[config.mk]
export PLATFORM = sky130hd
export DESIGN_NAME = risc_controller
export DESIGN_NICKNAME = d
export VERILOG_FILES = /design/src/rtl/risc_controller.sv
export SDC_FILE = /design/constraint.sdc
export NUM_CORES = 1
export LEC_CHECK = 0
export CAP_MARGIN = 0
export CORE_ASPECT_RATIO = 1.2
export CORE_MARGIN = 2
export CORE_UTILIZATION = 45
export DETAILED_ROUTE_END_ITERATION = 6
export PLACE_DENSITY = 0.88
export SYNTH_ARGS = -nofsm -noshare
export SYNTH_HDL_FRONTEND = slang
export SYNTH_SLANG_ARGS = --single-unit
[constraint.sdc]
create_clock -name clk -period 2.2 [get_ports clk]
set_clock_uncertainty 0.2 [all_clocks]
set_input_delay 0.44 -clock clk [delete_from_list [all_inputs] [get_ports clk]]
set_output_delay 0.44 -clock clk [all_outputs]
set_load 0.1 [all_outputs]
[src/rtl/risc_controller.sv]
// Multi-cycle Moore sequencer for the RISC datapath: decodes opcode/op once per
// start pulse and steps register file, A/B/C registers, status and ALU controls.
module risc_controller (
    input  logic       clk,
    input  logic       reset,
    input  logic       s,
    input  logic [2:0] opcode,
    input  logic [1:0] op,
    output logic       w,
    output logic [2:0] nsel,
    output logic [1:0] vsel,
    output logic       write,
    output logic       loada,
    output logic       loadb,
    output logic       asel,
    output logic       bsel,
    output logic       loadc,
    output logic       loads,
    output logic [1:0] ALUop
);

    typedef enum logic [2:0] {
        WAIT, DECODE, GET_A, GET_B, ALU, WRITE_REG, WRITE_IMM
    } state_t;

    state_t     state_reg, state_next;
    logic [2:0] opcode_reg;
    logic [1:0] op_reg;

    logic is_alu_class, is_mov_imm, is_mov_reg, is_mvn, is_cmp;

    assign is_alu_class = (opcode_reg == 3'b101);
    assign is_mov_imm   = (opcode_reg == 3'b110) && (op_reg == 2'b10);
    assign is_mov_reg   = (opcode_reg == 3'b110) && (op_reg == 2'b00);
    assign is_mvn       = is_alu_class && (op_reg == 2'b11);
    assign is_cmp       = is_alu_class && (op_reg == 2'b01);

    always_comb begin
        state_next = state_reg;
        case (state_reg)
            WAIT:      if (s) state_next = DECODE;
            DECODE: begin
                if (is_mov_imm)                 state_next = WRITE_IMM;
                else if (is_mov_reg || is_mvn)  state_next = GET_B;
                else if (is_alu_class)          state_next = GET_A;
                else                            state_next = WAIT;
            end
            GET_A:     state_next = GET_B;
            GET_B:     state_next = ALU;
            ALU:       state_next = is_cmp ? WAIT : WRITE_REG;
            WRITE_REG: state_next = WAIT;
            WRITE_IMM: state_next = WAIT;
            default:   state_next = WAIT;
        endcase
    end

    // Outputs are registered from the next state so they line up with state_reg.
    always_ff @(posedge clk) begin
        if (reset) begin
            state_reg  <= WAIT;
            opcode_reg <= 3'b000;
            op_reg     <= 2'b00;
            w          <= 1'b1;
            nsel       <= 3'b000;
            vsel       <= 2'b00;
            write      <= 1'b0;
            loada      <= 1'b0;
            loadb      <= 1'b0;
            asel       <= 1'b0;
            bsel       <= 1'b0;
            loadc      <= 1'b0;
            loads      <= 1'b0;
            ALUop      <= 2'b00;
        end else begin
            state_reg <= state_next;
            if (state_reg == WAIT && s) begin
                opcode_reg <= opcode;
                op_reg     <= op;
            end
            w     <= 1'b0;
            nsel  <= 3'b000;
            vsel  <= 2'b00;
            write <= 1'b0;
            loada <= 1'b0;
            loadb <= 1'b0;
            asel  <= 1'b0;
            bsel  <= 1'b0;
            loadc <= 1'b0;
            loads <= 1'b0;
            ALUop <= 2'b00;
            case (state_next)
                WAIT:  w <= 1'b1;
                GET_A: begin
                    nsel  <= 3'b100;
                    loada <= 1'b1;
                end
                GET_B: begin
                    nsel  <= 3'b001;
                    loadb <= 1'b1;
                end
                ALU: begin
                    loadc <= 1'b1;
                    loads <= is_cmp;
                    // MOV reg passes B through as 0 + B; MVN ignores A anyway.
                    asel  <= is_mov_reg || is_mvn;
                    ALUop <= is_alu_class ? op_reg : 2'b00;
                end
                WRITE_REG: begin
                    nsel  <= 3'b010;
                    write <= 1'b1;
                end
                WRITE_IMM: begin
                    nsel  <= 3'b100;
                    vsel  <= 2'b01;
                    write <= 1'b1;
                end
                default: ;
            endcase
        end
    end

endmodule

After elaboration in Yosys (flattened, before gate mapping)

Cells that the tools add are included.
W data, S select, Z words.

Register bits after elaboration: 22
Bits of input ports: 8
Output and inout bits: 15
Word-level logic and storage cells: 55

Equality and inequality tests: 14
Muxes and demuxes: 13
Bitwise gates (word level): 2
Reductions and logical operators: 13

Operators with widths:

| operator             | number |
|---|---|
| $eq A3 B3 Y1 const B | 6 |
| $pmux W3 S5          | 1 |
| $eq A3 B2 Y1 const B | 4 |
| $mux W3              | 3 |
| $pmux W3 S3          | 1 |
| $logic_not A3 Y1     | 2 |
| $mux W1              | 6 |
| $reduce_or A2 Y1     | 3 |
| $logic_and A1 B1 Y1  | 5 |
| $eq A2 B2 Y1 const B | 2 |
| $mux W2              | 2 |
| $eq A3 B1 Y1 const B | 1 |
| $reduce_or A3 Y1     | 1 |
| $eq A2 B1 Y1 const B | 1 |
| $logic_not A2 Y1     | 1 |
| $not A1 Y1           | 2 |
| $logic_or A1 B1 Y1   | 1 |

Depth between registers and ports, before layout

Gate-level depths: netlist of run 1.

Depth in word-level cells: 9
Gate-level depth with buffers: 5
Mapped depth without buffers: 5

Worst setup path before layout of run 1

Ideal clock, no wire load.

Path type: register to register
Start: register opcode_reg[1]
End: register loada
Library setup time: 0.088 ns
Data arrival time: 1.271 ns
Data required time: 1.912 ns
Setup slack: 0.641 ns
Stages on the path, launching flop included: 5
Buffers on the path: 0
Clock period less this slack: 1.559 ns
Cell sequence: dfxtp_1 nand4b_1 a211o_2 and2_1 nor4_2

Longest elaborated chain between the ends: 8
Elaborated cells on any way between the ends: 14
Those cells by class: eq/ne: 3; mux: 6; reduce/logical: 5

Ends and longest elaborated chain:

| item                                   | RTL line   | text |
|---|---|---|
| start, declared                        | 27         | `logic [2:0] opcode_reg;` |
| start signal, assigned                 | 77         | `opcode_reg <= opcode;` |
| $eq A3 B3 Y1 (on tied branches)        | 33, 34, 32 |  |
| $logic_and A1 B1 Y1 (on tied branches) | 34, 35     |  |
| $logic_or A1 B1 Y1                     | 44         | `else if (is_mov_reg \|\| is_mvn) state_next = GET_B;` |
| $mux W2                                | 44         |  |
| $mux W3                                | 43         | `if (is_mov_imm) state_next = WRITE_IMM;` |
| $pmux W3 S5 (*)                        | 40         | `case (state_reg)` |
| $eq A3 B2 Y1 (*)                       | 91         | `case (state_next)` |
| $mux W1 (*)                            | 91         |  |
| end signal, assigned                   | 67         | `loada <= 1'b0;` |
| end signal, assigned                   | 84         | `loada <= 1'b0;` |
| end signal, assigned                   | 95         | `loada <= 1'b1;` |
| end, declared                          | 13         | `output logic loada,` |

Mark *: on every way between the ends. The rest lies on a longest branch, timed or not.
A chain may end at the register's enable or synchronous reset.

Final worst setup path of run 1

Start: input port s
End: register asel

Longest elaborated chain between the ends: 5

Ends and longest elaborated chain:

| item                              | RTL line | text |
|---|---|---|
| start, declared                   | 6        | `input logic s,` |
| $mux W3                           | 41       | `WAIT: if (s) state_next = DECODE;` |
| $pmux W3 S5                       | 40       |  |
| $eq A3 B3 Y1                      | 91       |  |
| $not A1 Y1 (no source line)       | --       |  |
| $reduce_or A2 Y1 (no source line) | --       |  |
| end signal, assigned              | 105      | `asel <= is_mov_reg \|\| is_mvn;` |
| end, declared                     | 15       | `output logic asel,` |

No other way between the ends.

==> results.py, run 1 <==
metrics = {
    "clocking": {
        "cts.sinks": 21,
        "post_cts_buffers": 0,
        "numCtsBuffers": 3,
        "hold_buffers": 0,
        "ctsResizeCount": 0,
        "cts.clk_slew.worst_paths_ns": 0.11,
        "clockBufferDepth": 2,
        "clock_latency_ns": 0.29,
        "h-tree-depth": 1,
        "cts_tree": "built",
        "cts-root-buf": "clkbuf_4",
    },
    "yosys": {
        "synth_cells": 82,
        "ys_top_cells_by_area": "dfxtp_1, nor2_1, mux2i_1, nor3_1, nor4_2",
        "synth_top_area_share_pct": 50.8,
        "synth_edf_count": 0,
        "ys_types": 35,
        "ys.flop_type": "dfxtp_1",
        "ys_seq_area_share_pct": 50.8,
        "async_reset_ff_share_pct": 0,
        "syn_area_um2": 828,
        "synth_area_per_cell_um2": 10.1,
        "ys_seq_elements": 21,
        "ys.warnings.count": 0,
        "yosysTopAreaCell": "dfxtp_1",
    },
    "worst_hold_path": {
        "min_from": "opcode_reg[2]",
        "hold-path-cell-count": 2,
        "hp-class": "reg -> reg",
        "holdPathEnd": "ALUop[1]",
    },
    "cells_and_area": {
        "instances_no_fill": 124,
        "regArea_um2": 420,
        "drive_above_1_share_pct": 23.8,
        "area_delta_synth_final_pct": 25.4,
        "fin_nets": 114,
        "diodes": 0,
        "multi_input_area_um2": 378,
        "fill_cells": 157,
    },
    "detailed_routing": {
        "detail-route-antenna-nets": 0,
        "firstDrtPassIters": 4,
        "vias": 642,
        "wirelength_mm": 1.42,
        "drt_iter0_drc": 10,
        "route.detailed.wl_per_inst_um": 11.5,
        "drc": 0,
        "drt-vias-per-instance": 5.18,
    },
    "setup_path": {
        "critPathKind": "in -> reg",
        "rr_endpoint": "nsel[1]",
        "worstPathArrival_ns": 1.80,
        "cp.required_ns": 2.21,
        "reg2reg_slack_ns": 0.43,
        "cp_max_fo": 7,
        "startpoint_type": "input port",
        "r2r_start": "opcode_reg[1]",
        "reg2reg_depth": 4,
        "worst_setup_path_end_kind": "flop",
    },
    "timing": {
        "setup_tns_ns": 0,
        "setup_viol": 0,
        "finalCritPeriodShare_pct": 81.4,
        "rsz0062_at_grt": "no",
        "min_period_ns": 1.79,
        "hold_violations": 0,
        "slew_violations": 0,
        "fmax_mhz": 559,
    },
    "grt": {
        "antenna_found_initial": 0,
        "overflow": 0,
        "grt_use_total_pct": 14.6,
        "grt_max_degree": 12,
        "grt_pass1_vias": 572,
        "grt_pass1_wl_mm": 2.38,
    },
    "floorplan": {
        "pin_count": 23,
        "coreArea_mm2": 0.00179,
        "start_util_pct": 46.4,
        "die-area_mm2": 0.00220,
        "fp.dieH_um": 51.0,
        "die_w_um": 43.2,
        "fp-row-count": 17,
    },
    "pwr": {
        "ir_drop_v": 0.000391,
        "leakagePower_uw": 0.000441,
        "p_per_area_mw_per_mm2": 635,
        "totalPowerFinal_uw": 660,
    },
    "placement": {
        "dp_cells": 120,
        "dp_hpwl_mm": 1.06,
        "portBuffers": 20,
        "place_congestion": 0.835,
    },
    "run": {
        "cap_violations": 0,
    },
    "run_status": {
        "outcome": "finished, final reports clean",
    },
}
power by group:
group | total, uW | switching (uW) | internal, uW
clock network | 176 | 105 | 70.4
registers | 399 | 10.3 | 389
logic | 85.3 | 53.0 | 32.3
total | 660 | 168 | 491
logic make-up (layout without fill, tap and decap cells):
logic type	count (synthesis)	count (layout)	share of synthesized area [%]
AND/OR/NAND/NOR	39	39	30.4
AO/OA/AOI/OAI	11	11	10.7
buffers and inverters	7	29	4.08
other	1	2	0.453
multiplexers	3	3	3.63
flip-flops	21	21	50.8
per-layer routing:
metal  wire, um  GRT usage [%]
met3         62           2.12
met1        619           16.9
met4         48           10.6
met5          0              0
met2        691           24.1
layout by cell type (no fill, tap or decap), types with 2 or more instances in the layout:
| cell type | count |
|---|---|
| buf_4 | 14 |
| conb_1 | 2 |
| nand2_1 | 3 |
| nor3b_1 | 2 |
| nor4_1 | 2 |
| inv_1 | 3 |
| clkdlybuf4s50_1 | 7 |
| a21oi_1 | 2 |
| clkbuf_4 | 3 |
| and2_1 | 2 |
| nor2_1 | 11 |
| mux2i_1 | 3 |
| nor3_1 | 5 |
| dfxtp_1 | 21 |
| nor2b_1 | 2 |
| nor4_2 | 2 |
area by class of cell:
class	count	share of cell area, %
sequential	21	40.5
multi-input combinational	55	36.4
timing repair buffer	21	16.9
clock buffer	4	2.53
tap	19	2.29
inverter	4	1.45
how the worst max path moves through the flow:
| stage | startpoint | end | slack, ns |
|---|---|---|---|
| 3_5_place_dp | s | asel | 0.11 |
| 4_1_cts | s | asel | 0.42 |
| 3_3_place_gp | s | asel | 0.19 |
| 2_1_floorplan | opcode_reg[1] | loada | 0.64 |
| 6_report | s | asel | 0.41 |
| 5_1_grt | opcode_reg[1] | nsel[1] | 0.26 |
metrics by stage:
step           util, %  hold WS [ns]  cell area [um^2]  worst slack, ns
2_1_floorplan        -         0.275               832            0.641
3_3_place_gp      56.7         0.323              1010            0.192
3_5_place_dp      56.7         0.318              1010            0.115
4_1_cts           58.1         0.344              1040            0.417
5_1_grt           58.1         0.377              1040            0.258
6_report          58.1         0.342              1040            0.410
critical path: stages:
cell,delay (ns)
clkdlybuf4s50_1,0.42
or2_1,0.23
a21oi_2,0.18
nand3_1,0.24
nor4_1,0.30
synth_stat cells, drive strengths merged (2+ instances only):
master	instances
nand2	3
nor3b	2
nor2b	2
nor4	4
inv	4
nor3	5
buf	2
mux2i	3
a21oi	3
nand3	2
and2	2
nor2	11
dfxtp	21
Note: power is estimated with default switching activity, not from simulation.
==> run 2: changes to the inputs <==
- clock period: 2.2 -> 1.7 ns (I/O delays scaled with it)
==> run 2 against run 1 <==
Against the previous run: largest power group unchanged; cell count rose by 4.0%; hold slack worse by 0.027 ns; critical endpoint is now nsel[1]; flip-flop and latch count unchanged; clock power up 31%.
==> results.py, run 2 (synthesis results as in run 1) <==
metrics = {
    "placement": {
        "place_ws_ns": -0.312,
        "place_congestion": 0.875,
        "portBuffers": 20,
        "dp_hpwl_mm": 1.29,
    },
    "cells_and_area": {
        "area_delta_synth_final_pct": 54.5,
        "fill_cells": 136,
        "layout_common_cells": "dfxtp_1, buf_12, nor2_1",
        "multi_input_area_um2": 412,
        "layout_commonest_cell": "dfxtp_1",
        "diodes": 0,
        "fin_nets": 119,
        "final_core_util_pct": 71.6,
        "regArea_um2": 428,
        "drive_above_1_share_pct": 36.4,
    },
    "floorplan": {
        "fp-row-count": 17,
        "start_util_pct": 46.4,
        "pin_count": 23,
        "die-area_mm2": 0.00220,
        "coreArea_mm2": 0.00179,
        "die_w_um": 43.2,
        "fp.dieH_um": 51.0,
    },
    "timing": {
        "rsz0062_at_grt": "yes",
        "slew_violations": 0,
        "finalCritPeriodShare_pct": 99.6,
        "setup_slack_ns": 0.00704,
        "fmax_mhz": 591,
        "min_period_ns": 1.69,
        "setup_viol": 0,
        "hold_violations": 0,
    },
    "run": {
        "cap_violations": 0,
    },
    "clocking": {
        "clock_latency_ns": 0.29,
        "cts.sinks": 21,
        "cts_tree": "built",
        "numCtsBuffers": 3,
        "clockBufferDepth": 2,
        "cts-root-buf": "clkbuf_4",
        "cts.clk_slew.worst_paths_ns": 0.11,
        "hold_buffers": 0,
        "h-tree-depth": 1,
        "post_cts_buffers": 0,
    },
    "detailed_routing": {
        "firstDrtPassIters": 5,
        "vias": 726,
        "drt-vias-per-instance": 5.63,
        "drc": 0,
        "drt_iter0_drc": 8,
        "detail-route-antenna-nets": 0,
        "route.detailed.wl_per_inst_um": 14.2,
        "wirelength_mm": 1.84,
    },
    "pwr": {
        "totalPowerFinal_uw": 879,
        "p_per_area_mw_per_mm2": 687,
        "ir_drop_v": 0.000525,
        "leakagePower_uw": 0.000526,
    },
    "grt": {
        "grt_pass1_vias": 687,
        "grt_util_met1_pct": 19.8,
        "antenna_found_initial": 0,
        "grt_pass1_wl_mm": 2.88,
        "grt-busiest-layer": "met2",
        "overflow": 0,
        "grt_max_degree": 12,
        "grt_use_total_pct": 17.3,
        "grt.met2_usage_pct": 31.3,
        "globalRouteMet3Util_pct": 2.12,
    },
    "setup_path": {
        "startpoint_type": "flop",
        "worst_setup_path_end_kind": "flop",
        "cp.required_ns": 1.74,
        "worstPathArrival_ns": 1.73,
        "critPathKind": "reg -> reg",
        "cp_max_fo": 6,
    },
    "worst_hold_path": {
        "hp-class": "reg -> reg",
    },
    "run_status": {
        "outcome": "finished, final reports clean",
    },
}
## run 2: cell count changes in the layout (fill, tap and decap cells not counted), moves of 6 or more
cell,previous run,this run
buf_12,0,13
buf_4,14,6
dfxtp_1,21,15
dfxtp_2,0,6
## run 2: power breakdown
group	leakage, uW	internal (uW)	switching [uW]	total (uW)
clock	0.0000150	91.1	139	230
sequential	0.000173	504	15.9	520
combinational	0.000338	53.4	75.6	129
## run 2: metal layers
layer  vias to the layer above  routed length, um  part of all wire [%]
met4                         0                 40                   2.2
met2                        37               1020                    55
li1                        343                  -                     -
met1                       340                667                    36
met3                         6                109                   5.9
met5                         -                  0                     0
## run 2: stage by stage
stage / instances / setup TNS (ns) / cell area (um^2) / hold slack (ns)
2_1_floorplan: 83 / 0 / 832 / 0.211
3_3_place_gp: 125 / -1.56 / 1210 / 0.314
3_5_place_dp: 125 / -2.70 / 1210 / 0.325
4_1_cts: 129 / -0.00522 / 1240 / 0.334
5_1_grt: 129 / -0.127 / 1280 / 0.337
6_report: 129 / 0 / 1280 / 0.315
## run 2: final cells by class
cell class / count / area share, %
Clock buffer: 4 / 2.05
Inverter: 4 / 1.17
Multi-Input combinational cell: 55 / 32.2
Sequential cell: 21 / 33.4
Tap cell: 19 / 1.86
Timing Repair Buffer: 26 / 29.3
## run 2: what timing repair did
item                                    CTS  global route
cloned                                    0             0
pin swaps                                 0             2
gates resized for setup                   2            10
hold endpoints to repair                  0             0
endpoints found under the setup margin    4            13
## run 2: final timing paths
check                           cells after the start     startpoint       end  slack (ns)
worst min-delay path                                2  opcode_reg[2]  ALUop[1]        0.32
worst max register to register                      4      op_reg[1]   nsel[1]       0.007
worst max-delay path                                4      op_reg[1]   nsel[1]       0.007
worst min register to register                      2  opcode_reg[2]  ALUop[1]        0.32
## run 2: worst max-delay path, stage by stage (launching register included)
cell,delay (ns)
dfxtp_1,0.50
nor4bb_1,0.41
a21oi_2,0.10
o211ai_1,0.21
and3_1,0.22
